===== src/rtl/ifetch_ctrl_pkg.sv =====
// Shared definitions for the instruction-fetch controller: FSM state
// encoding and word-alignment constants.
package ifetch_ctrl_pkg;

  // ISSUE : idle, next edge launches a read of the current PC
  // WAIT  : read outstanding, data will be delivered
  // HOLD  : delivered instruction parked while ID is stalled
  // DRAIN : read outstanding but squashed by a flush, data will be dropped
  typedef enum logic [1:0] {
    S_ISSUE = 2'd0,
    S_WAIT  = 2'd1,
    S_HOLD  = 2'd2,
    S_DRAIN = 2'd3
  } fetch_state_e;

  // Instruction words are 4-byte aligned.
  localparam int unsigned WORD_LSBS = 2;

endpackage


===== src/rtl/ifetch_ctrl_fetch_timer.sv =====
// Watchdog for an outstanding instruction read. Counts cycles while enabled,
// clears when disabled and saturates at TIMEOUT-1. err_o goes high in the same
// cycle the count reaches TIMEOUT-1 and stays high until reset.
module fetch_timer #(
  parameter int TIMEOUT = 64
) (
  input  logic clk_i,
  input  logic start_i,
  input  logic en_i,
  output logic err_o
);

  localparam int TW = $clog2(TIMEOUT) + 1;

  logic [TW-1:0] count_q;
  logic          err_q;

  // Saturating cycle counter with a sticky overflow flag.
  always_ff @(posedge clk_i or negedge start_i) begin
    if (!start_i) begin
      count_q <= '0;
      err_q   <= 1'b0;
    end else if (en_i) begin
      if (count_q != TW'(TIMEOUT - 1)) begin
        count_q <= count_q + TW'(1);
      end
      if (count_q == TW'(TIMEOUT - 2)) begin
        err_q <= 1'b1;
      end
    end else begin
      count_q <= '0;
    end
  end

  assign err_o = err_q;

endmodule


===== src/rtl/ifetch_ctrl.sv =====
// Fetch-side controller between the PC register and instruction memory.
// Runs one outstanding req/ack read at a time and hands the word to IF/ID.
// stall_o holds the PC until the fetched instruction is consumed or a flush
// redirects it.
//
// Memory handshake: mem_req_o rises with a stable mem_addr_o and stays high
// until the cycle in which mem_ack_i=1 (that cycle carries mem_data_i); it
// drops on the following edge. mem_ack_i is ignored while mem_req_o=0.
module ifetch_ctrl
  import ifetch_ctrl_pkg::*;
#(
  parameter int ADDR_W  = 32,
  parameter int DATA_W  = 32,
  parameter int TIMEOUT = 64
) (
  input  logic              clk_i,
  input  logic              start_i,
  input  logic [ADDR_W-1:0] pc_i,
  input  logic              flush_i,
  input  logic              hold_i,
  output logic              stall_o,
  output logic              mem_req_o,
  output logic [ADDR_W-1:0] mem_addr_o,
  input  logic              mem_ack_i,
  input  logic [DATA_W-1:0] mem_data_i,
  output logic [DATA_W-1:0] inst_o,
  output logic              inst_valid_o,
  output logic [31:0]       fetch_cnt_o,
  output logic              err_o,
  output logic [1:0]        dbg_state_o
);

  localparam logic [ADDR_W-1:0] ALIGN_MASK = ~ADDR_W'((1 << WORD_LSBS) - 1);

  fetch_state_e      state_q, state_d;
  logic              req_q, req_d;
  logic [ADDR_W-1:0] addr_q, addr_d;
  logic [DATA_W-1:0] inst_q, inst_d;
  logic              valid_q, valid_d;
  logic [31:0]       cnt_q, cnt_d;
  logic              stall;
  logic              timer_en;
  logic              timer_err;

  // State and registered outputs.
  always_ff @(posedge clk_i or negedge start_i) begin
    if (!start_i) begin
      state_q <= S_ISSUE;
      req_q   <= 1'b0;
      addr_q  <= '0;
      inst_q  <= '0;
      valid_q <= 1'b0;
      cnt_q   <= '0;
    end else begin
      state_q <= state_d;
      req_q   <= req_d;
      addr_q  <= addr_d;
      inst_q  <= inst_d;
      valid_q <= valid_d;
      cnt_q   <= cnt_d;
    end
  end

  // Next-state, capture and PC-stall decode. Flush always wins over hold.
  always_comb begin
    state_d = state_q;
    req_d   = req_q;
    addr_d  = addr_q;
    inst_d  = inst_q;
    valid_d = 1'b0;
    cnt_d   = cnt_q;
    stall   = 1'b1;
    unique case (state_q)
      S_ISSUE: begin
        if (flush_i) begin
          stall = 1'b0;
        end else begin
          addr_d  = pc_i & ALIGN_MASK;
          req_d   = 1'b1;
          state_d = S_WAIT;
        end
      end
      S_WAIT: begin
        if (mem_ack_i) begin
          req_d = 1'b0;
          if (flush_i) begin
            stall   = 1'b0;
            state_d = S_ISSUE;
          end else begin
            inst_d  = mem_data_i;
            valid_d = 1'b1;
            cnt_d   = cnt_q + 32'd1;
            if (hold_i) begin
              state_d = S_HOLD;
            end else begin
              stall   = 1'b0;
              state_d = S_ISSUE;
            end
          end
        end else if (flush_i) begin
          stall   = 1'b0;
          state_d = S_DRAIN;
        end
      end
      S_HOLD: begin
        // The parked instruction stays visible until ID takes it or a
        // flush kills it; either way the bubble follows.
        valid_d = valid_q;
        if (flush_i || !hold_i) begin
          valid_d = 1'b0;
          stall   = 1'b0;
          state_d = S_ISSUE;
        end
      end
      S_DRAIN: begin
        if (flush_i) begin
          stall = 1'b0;
        end
        if (mem_ack_i) begin
          req_d   = 1'b0;
          state_d = S_ISSUE;
        end
      end
      default: begin
        state_d = S_ISSUE;
      end
    endcase
  end

  // Timer runs only while a read stays outstanding across an edge.
  always_comb begin
    timer_en = (state_q == S_WAIT || state_q == S_DRAIN) &&
               (state_d == S_WAIT || state_d == S_DRAIN);
  end

  fetch_timer #(
    .TIMEOUT (TIMEOUT)
  ) u_timer (
    .clk_i   (clk_i),
    .start_i (start_i),
    .en_i    (timer_en),
    .err_o   (timer_err)
  );

  // PC is frozen whenever the controller is in reset.
  assign stall_o      = stall | ~start_i;
  assign mem_req_o    = req_q;
  assign mem_addr_o   = addr_q;
  assign inst_o       = inst_q;
  assign inst_valid_o = valid_q;
  assign fetch_cnt_o  = cnt_q;
  assign err_o        = timer_err;
  assign dbg_state_o  = state_q;

endmodule


===== config.mk =====
export PLATFORM = sky130hd
export DESIGN_NAME = ifetch_ctrl
export DESIGN_NICKNAME = d
export VERILOG_FILES = /design/src/rtl/ifetch_ctrl_pkg.sv /design/src/rtl/ifetch_ctrl_fetch_timer.sv /design/src/rtl/ifetch_ctrl.sv
export SDC_FILE = /design/constraint.sdc
export NUM_CORES = 1
export LEC_CHECK = 0
export BUFFER_PORTS_ARGS = -buffer_cell sky130_fd_sc_hd__buf_2
export CAP_MARGIN = 30
export CORE_UTILIZATION = 30
export DETAILED_ROUTE_END_ITERATION = 16
export PLACE_DENSITY = 0.59
export SETUP_SLACK_MARGIN = 0.05
export SYNTH_ARGS = -nofsm -noshare
export SYNTH_HDL_FRONTEND = slang
export SYNTH_SLANG_ARGS = --single-unit

===== constraint.sdc =====
create_clock -name clk_i -period 2 [get_ports clk_i]
set_input_delay 0.3 -clock clk_i [delete_from_list [all_inputs] [get_ports clk_i]]
set_output_delay 0.3 -clock clk_i [all_outputs]
set_load 0.02 [all_outputs]

== Yosys cells after proc, flatten, opt, wreduce, memory -nomap -nowiden ==
Index checks and enable logic that the tools add are counted.

* Register bits: 106
* Input port bits: 69
* Output and inout port bits: 102
* Logic and storage cells: 59

* $add $sub $neg: 2
* Equality and inequality tests: 11
* Muxes and demuxes: 22
* Bitwise operators: 3
* Reduce and logical (&&, ||, !) cells: 13

{| class="wikitable"
|+ Operators by type and width
! operator !! number
|-
| 32-bit by 1-bit adder with 32-bit output (second input constant) || 1
|-
| 2-bit 2-to-1 mux || 7
|-
| 7-bit 2-to-1 mux || 2
|-
| 1-bit 2-to-1 mux || 9
|-
| 2-bit one-hot mux with 4 select lines || 1
|-
| 7-bit by 1-bit adder with 7-bit output (second input constant) || 1
|-
| 7-bit by 6-bit equality test with 1-bit output (second input constant) || 1
|-
| 7-bit by 6-bit != test with 1-bit output (second input constant) || 1
|-
| 2-bit equality test (second input constant) || 3
|-
| 3-bit AND reduction || 2
|-
| 2-bit by 1-bit equality test with 1-bit output (second input constant) || 2
|-
| 2-bit by 1-bit != test with 1-bit output (second input constant) || 2
|-
| 2-bit != test (second input constant) || 2
|-
| 1-bit one-hot mux with 2 select lines || 2
|-
| 2-bit AND reduction || 2
|-
| 2-bit OR reduction || 2
|-
| 1-bit logical OR || 3
|-
| 1-bit one-hot mux with 3 select lines || 1
|-
| 2-bit zero test || 1
|-
| 1-bit inverter || 2
|-
| 2-bit nonzero test || 1
|-
| 1-bit logical AND || 1
|-
| 1-bit zero test || 1
|-
| 1-bit OR || 1
|}

== Logic depth before layout (Yosys ltp) ==
* Depth in word-level cells: 8
* Depth in mapped cells: 7

== Cells and area by module ==
From an unflattened synthesis, not the netlist that was laid out.

* Cells, all modules: 347
* Area, all modules: 4578.1 µm²

{| class="wikitable"
|+ By module, submodules not included
! module !! instances !! cells an instance !! area each (µm²)
|-
| ifetch_ctrl || 1 || 309 || 4172.8
|-
| fetch_timer || 1 || 38 || 405.4
|}

== Least setup slack after synthesis ==
No wires, ideal clock.

* Path type: reg-to-reg
* From: register state_q[1] (netlist: dbg_state_o[1])
* To: register cnt_q[27] (netlist: fetch_cnt_o[27])
* Library setup time: 130 ps
* Arrival: 1831 ps
* Setup slack: 39 ps
* Stages on the path, launching flop included: 8
* Path buffers: 1
* Period minus slack after synthesis: 1961 ps
* Path through: dfrtp_1 inv_1 ha_1 nand3b_1 buf_2 nor4_4 nand4_1 xnor2_1

* Word-level cells in the longest chain between the ends: 2

{| class="wikitable"
|+ Ends and longest elaborated chain
! what !! line !! source
|-
| start: declaration || ifetch_ctrl.sv:35 || <nowiki>fetch_state_e state_q, state_d;</nowiki>
|-
| start signal: assignment || ifetch_ctrl.sv:55 || <nowiki>state_q <= state_d;</nowiki>
|-
| 2-bit by 1-bit equality test with 1-bit output || ifetch_ctrl.sv:73 || <nowiki>unique case (state_q)</nowiki>
|-
| 3-bit AND reduction (no line) || -- ||
|-
| end signal: assignment || ifetch_ctrl.sv:60 || <nowiki>cnt_q <= cnt_d;</nowiki>
|-
| end: declaration || ifetch_ctrl.sv:40 || <nowiki>logic [31:0] cnt_q, cnt_d;</nowiki>
|}

Every way passes these cells.
A chain may end at the register's enable or synchronous reset.

== Worst setup path after layout ==
* From: register state_q[1] (netlist: dbg_state_o[1])
* To: output port stall_o

* Word-level cells in the longest chain between the ends: 4

{| class="wikitable"
|+ Ends and longest elaborated chain
! what !! line !! source
|-
| 2-bit equality test / 2-bit zero test (equally long branches) || ifetch_ctrl.sv:73 ||
|-
| 2-bit OR reduction (no line) || -- ||
|-
| 1-bit one-hot mux with 3 select lines * || ifetch_ctrl.sv:73 ||
|-
| 1-bit OR * || ifetch_ctrl.sv:146 || <nowiki>assign stall_o = stall | ~start_i;</nowiki>
|-
| end: declaration || ifetch_ctrl.sv:21 || <nowiki>output logic stall_o,</nowiki>
|}

Mark *: on every way between the ends. The rest lies on a longest branch, timed or not.

==> flow_metrics.env <==
export IMPL_drc_errors=2
export IMPL_clockBufferDepth=2
export IMPL_cts_max_level=3
export IMPL_areaGrowthSynthToFinish_pct=33.18
export IMPL_tns_ns=0
export IMPL_p_total_mw=8.534
export IMPL_cts_buffers=9
export IMPL_synth_top_family_by_area="simple AND/OR/NAND/NOR gates"
export IMPL_synthArstFlopShare_pct=100.0
export IMPL_vias=3581
export IMPL_synthAdderAreaFrac_pct=2.201
export IMPL_layout_cells_non_filler=785
export IMPL_grt_pass1_wl_um=18120
export IMPL_violations="design-rule violations"
export IMPL_nets=673
export IMPL_p_leak_nw=3.197
export IMPL_core_area_um2=14640
export IMPL_antenna_cells=0
export IMPL_synth_top_cell_area_share_pct=58.32
export IMPL_yosys_area_share_simple_pct=20.74
export IMPL_hold_violations=0
export IMPL_io_buffers=166
export IMPL_die_h_um=125.1
export IMPL_clk_pin_slew_ns=0.07
export IMPL_place_hpwl_um=7923
export IMPL_synth_compound_area_share_pct=2.338
export IMPL_ir_worst_vdd_mv=0.6573
export IMPL_ys_flop_type="dfrtp_1"
export IMPL_cp_arrival_ns=1.56
export IMPL_cts_tree="yes"
export IMPL_worstSetupEndpointType="output port"
export IMPL_grt_remaining_overflow=0
export IMPL_final_cell_area_um2=6057
export IMPL_whs_ns=0.1390
export IMPL_grt_setup_unrepaired="true"
export IMPL_synth_area_um2=4548
export IMPL_status="finished with violations"
export IMPL_ant_nets=0
export IMPL_grt_pass1_vias=3645
export IMPL_relSlewSlack_pct=50.03
export IMPL_max_freq_mhz=538.7
export IMPL_drive_above_1_share_pct=39.93
export IMPL_setup_viol=0
export IMPL_avgRoutedWirePerCell_um=13.67
export IMPL_clockRootBuffer="clkbuf_16"
export IMPL_timing_final_crit_period_ns=1.856
export IMPL_slew_violations=0
export IMPL_start_util_pct=31.06
export IMPL_dieArea_um2=15660
export IMPL_syn_area_per_cell_um2=10.96
export IMPL_drtIter0Drc=174
export IMPL_yosysSeqAreaShare_pct=58.32
export IMPL_fin_ws_ns=0.1435
export IMPL_syn_inst=415
export IMPL_yosys_area_top_type="dfrtp_1"
export IMPL_path_max_fanout=4
export IMPL_finalCritPeriodShare_pct=92.82
export IMPL_pre_cts_slack_ns=0.1010
export IMPL_synthXorXnorAreaFrac_pct=6.547
export IMPL_start_kind="flip-flop"
export IMPL_dp_cells=764
export IMPL_ys_seq_elements=106
export IMPL_die_x_um=125.1
export IMPL_fin_skew_ns=0.003958
export IMPL_synth_edf_count=0
export IMPL_critPathKind="flip-flop to output port"
export IMPL_place_area_um2=5667
export IMPL_worstPathRequired_ns=1.70
export IMPL_pin_count=171
export IMPL_maxCapViolations=0
export IMPL_final_util_pct=41.36
export IMPL_yosys_top_cells_area="dfrtp_1 (58%), nand2_1 (9.5%), mux2_2 (7.4%)"
export IMPL_synth_cell_types=45
export IMPL_gp_congestion=0.7515
export IMPL_synthMuxAreaShare_pct=7.648
export IMPL_ys_warnings_count=0
export IMPL_gr_usage_all_layers_pct=14.61
export IMPL_grt_max_degree=59
export IMPL_wl_um=10730
export IMPL_power_density_nw_per_um2=1409
export IMPL_antenna_found_initial=0
export IMPL_worst_hold_path_type="input port to flip-flop"
export IMPL_first_pass_iters=11
export IMPL_clock_sinks=106
export IMPL_rows=44
export IMPL_tightest_slew_ns=0.7495
export IMPL_avgViaCountPerCell=4.562
export IMPL_worstSkewPairLatency_ns=0.34
[worst max-delay path, stage by stage (launching register included)]
cell and delay, ns:
dfrtp_1 0.39, buf_4 0.15, ha_1 0.20, nand2_1 0.07
nand2_1 0.05, o22ai_1 0.12, o21ai_1 0.07, buf_4 0.16
[Yosys cell counts, drive strengths merged (8+ instances only)]
library cell and count:
xnor2 19, nor3 8, nor2 15, inv 8
dfrtp 106, clkbuf 8, ha 8, nand2 115
mux2 30, nand4 9, nand3 18, xor2 15
[final timing paths]
path	start	depth (start not counted)	slack [ns]	endpoint
hold / removal	mem_data_i[18]	3	0.14	inst_o[18]$_DFFE_PN0P_
hold reg to reg	fetch_cnt_o[31]$_DFFE_PN0P_	1	0.47	fetch_cnt_o[31]$_DFFE_PN0P_
setup / recovery	dbg_state_o[1]$_DFF_PN0_	7	0.14	stall_o
max in group asynchronous	start_i	3	0.73	inst_o[3]$_DFFE_PN0P_
min in group asynchronous	start_i	2	0.32	mem_addr_o[17]$_DFFE_PN0P_
setup reg to reg	dbg_state_o[1]$_DFF_PN0_	7	0.17	fetch_cnt_o[9]$_DFFE_PN0P_
[flip-flops by register name, indices dropped and copies added (netlist names)]
name,count
fetch_cnt_o,32
inst_o,32
mem_addr_o,30
u_timer.count_q,7
dbg_state_o,2
inst_valid_o,1
mem_req_o,1
u_timer.err_o,1
[power breakdown]
group	internal (mW)	switching, mW	total [mW]	leakage, nW
registers	2.87	0.425	3.30	1.35
clock network	1.26	0.760	2.02	0.167
logic	1.27	1.94	3.22	1.68
[per-layer routing]
metal | share of wire (%) | up-vias | wire length [um] | GRT usage, %
met2 | 48 | 109 | 5175 | 24.19
met3 | 6.9 | 9 | 742 | 5.434
li1 | - | 1738 | - | -
met4 | 0.93 | 0 | 100 | 3.874
met5 | 0 | - | 0 | 0
met1 | 44 | 1725 | 4714 | 17.90
[final cells by class]
class / count / area (um2)
fill: 1452 / 8587
sequential: 106 / 2653
multi-input combinational: 287 / 1813
timing repair buffer: 184 / 985.9
clock buffer: 12 / 246.5
tap: 184 / 230.2
clock inverter: 4 / 98.84
inverter: 8 / 30.03
[cell families (layout without fill, tap and decap cells)]
| group | count (synthesis) | in the layout |
|---|---|---|
| AND/OR/NAND/NOR | 196 | 196 |
| flip-flops | 106 | 106 |
| XOR/XNOR | 34 | 34 |
| multiplexers | 31 | 31 |
| buffers and inverters | 23 | 208 |
| AO/OA/AOI/OAI | 16 | 16 |
| adder cells (fa/ha/maj) | 8 | 8 |
| other | 1 | 2 |
[cells in the final DEF (no fill, tap or decap), drive strengths merged, types with 2 or more instances in the layout]
cell type / count
buf: 183
nand2: 115
dfrtp: 106
mux2: 30
xnor2: 19
nand3: 18
nor2: 15
xor2: 15
clkbuf: 12
nand4: 9
nor3: 8
ha: 8
inv: 8
and3: 7
nor4: 6
o21ai: 4
nand2b: 3
and4: 3
bufinv: 3
nand3b: 2
a21oi: 2
o22ai: 2
and4b: 2
conb: 2
nor3b: 2
[what timing repair did]
item                                    CTS  global route
hold buffers                              1             0
pin swaps                                 0             1
endpoints found under the setup margin    1            13
setup buffers                             2             2
gates resized for setup                   0             5
endpoints found under the hold margin     7             0
gates cloned                              0             0
Note: power is estimated with default switching activity, not from simulation.
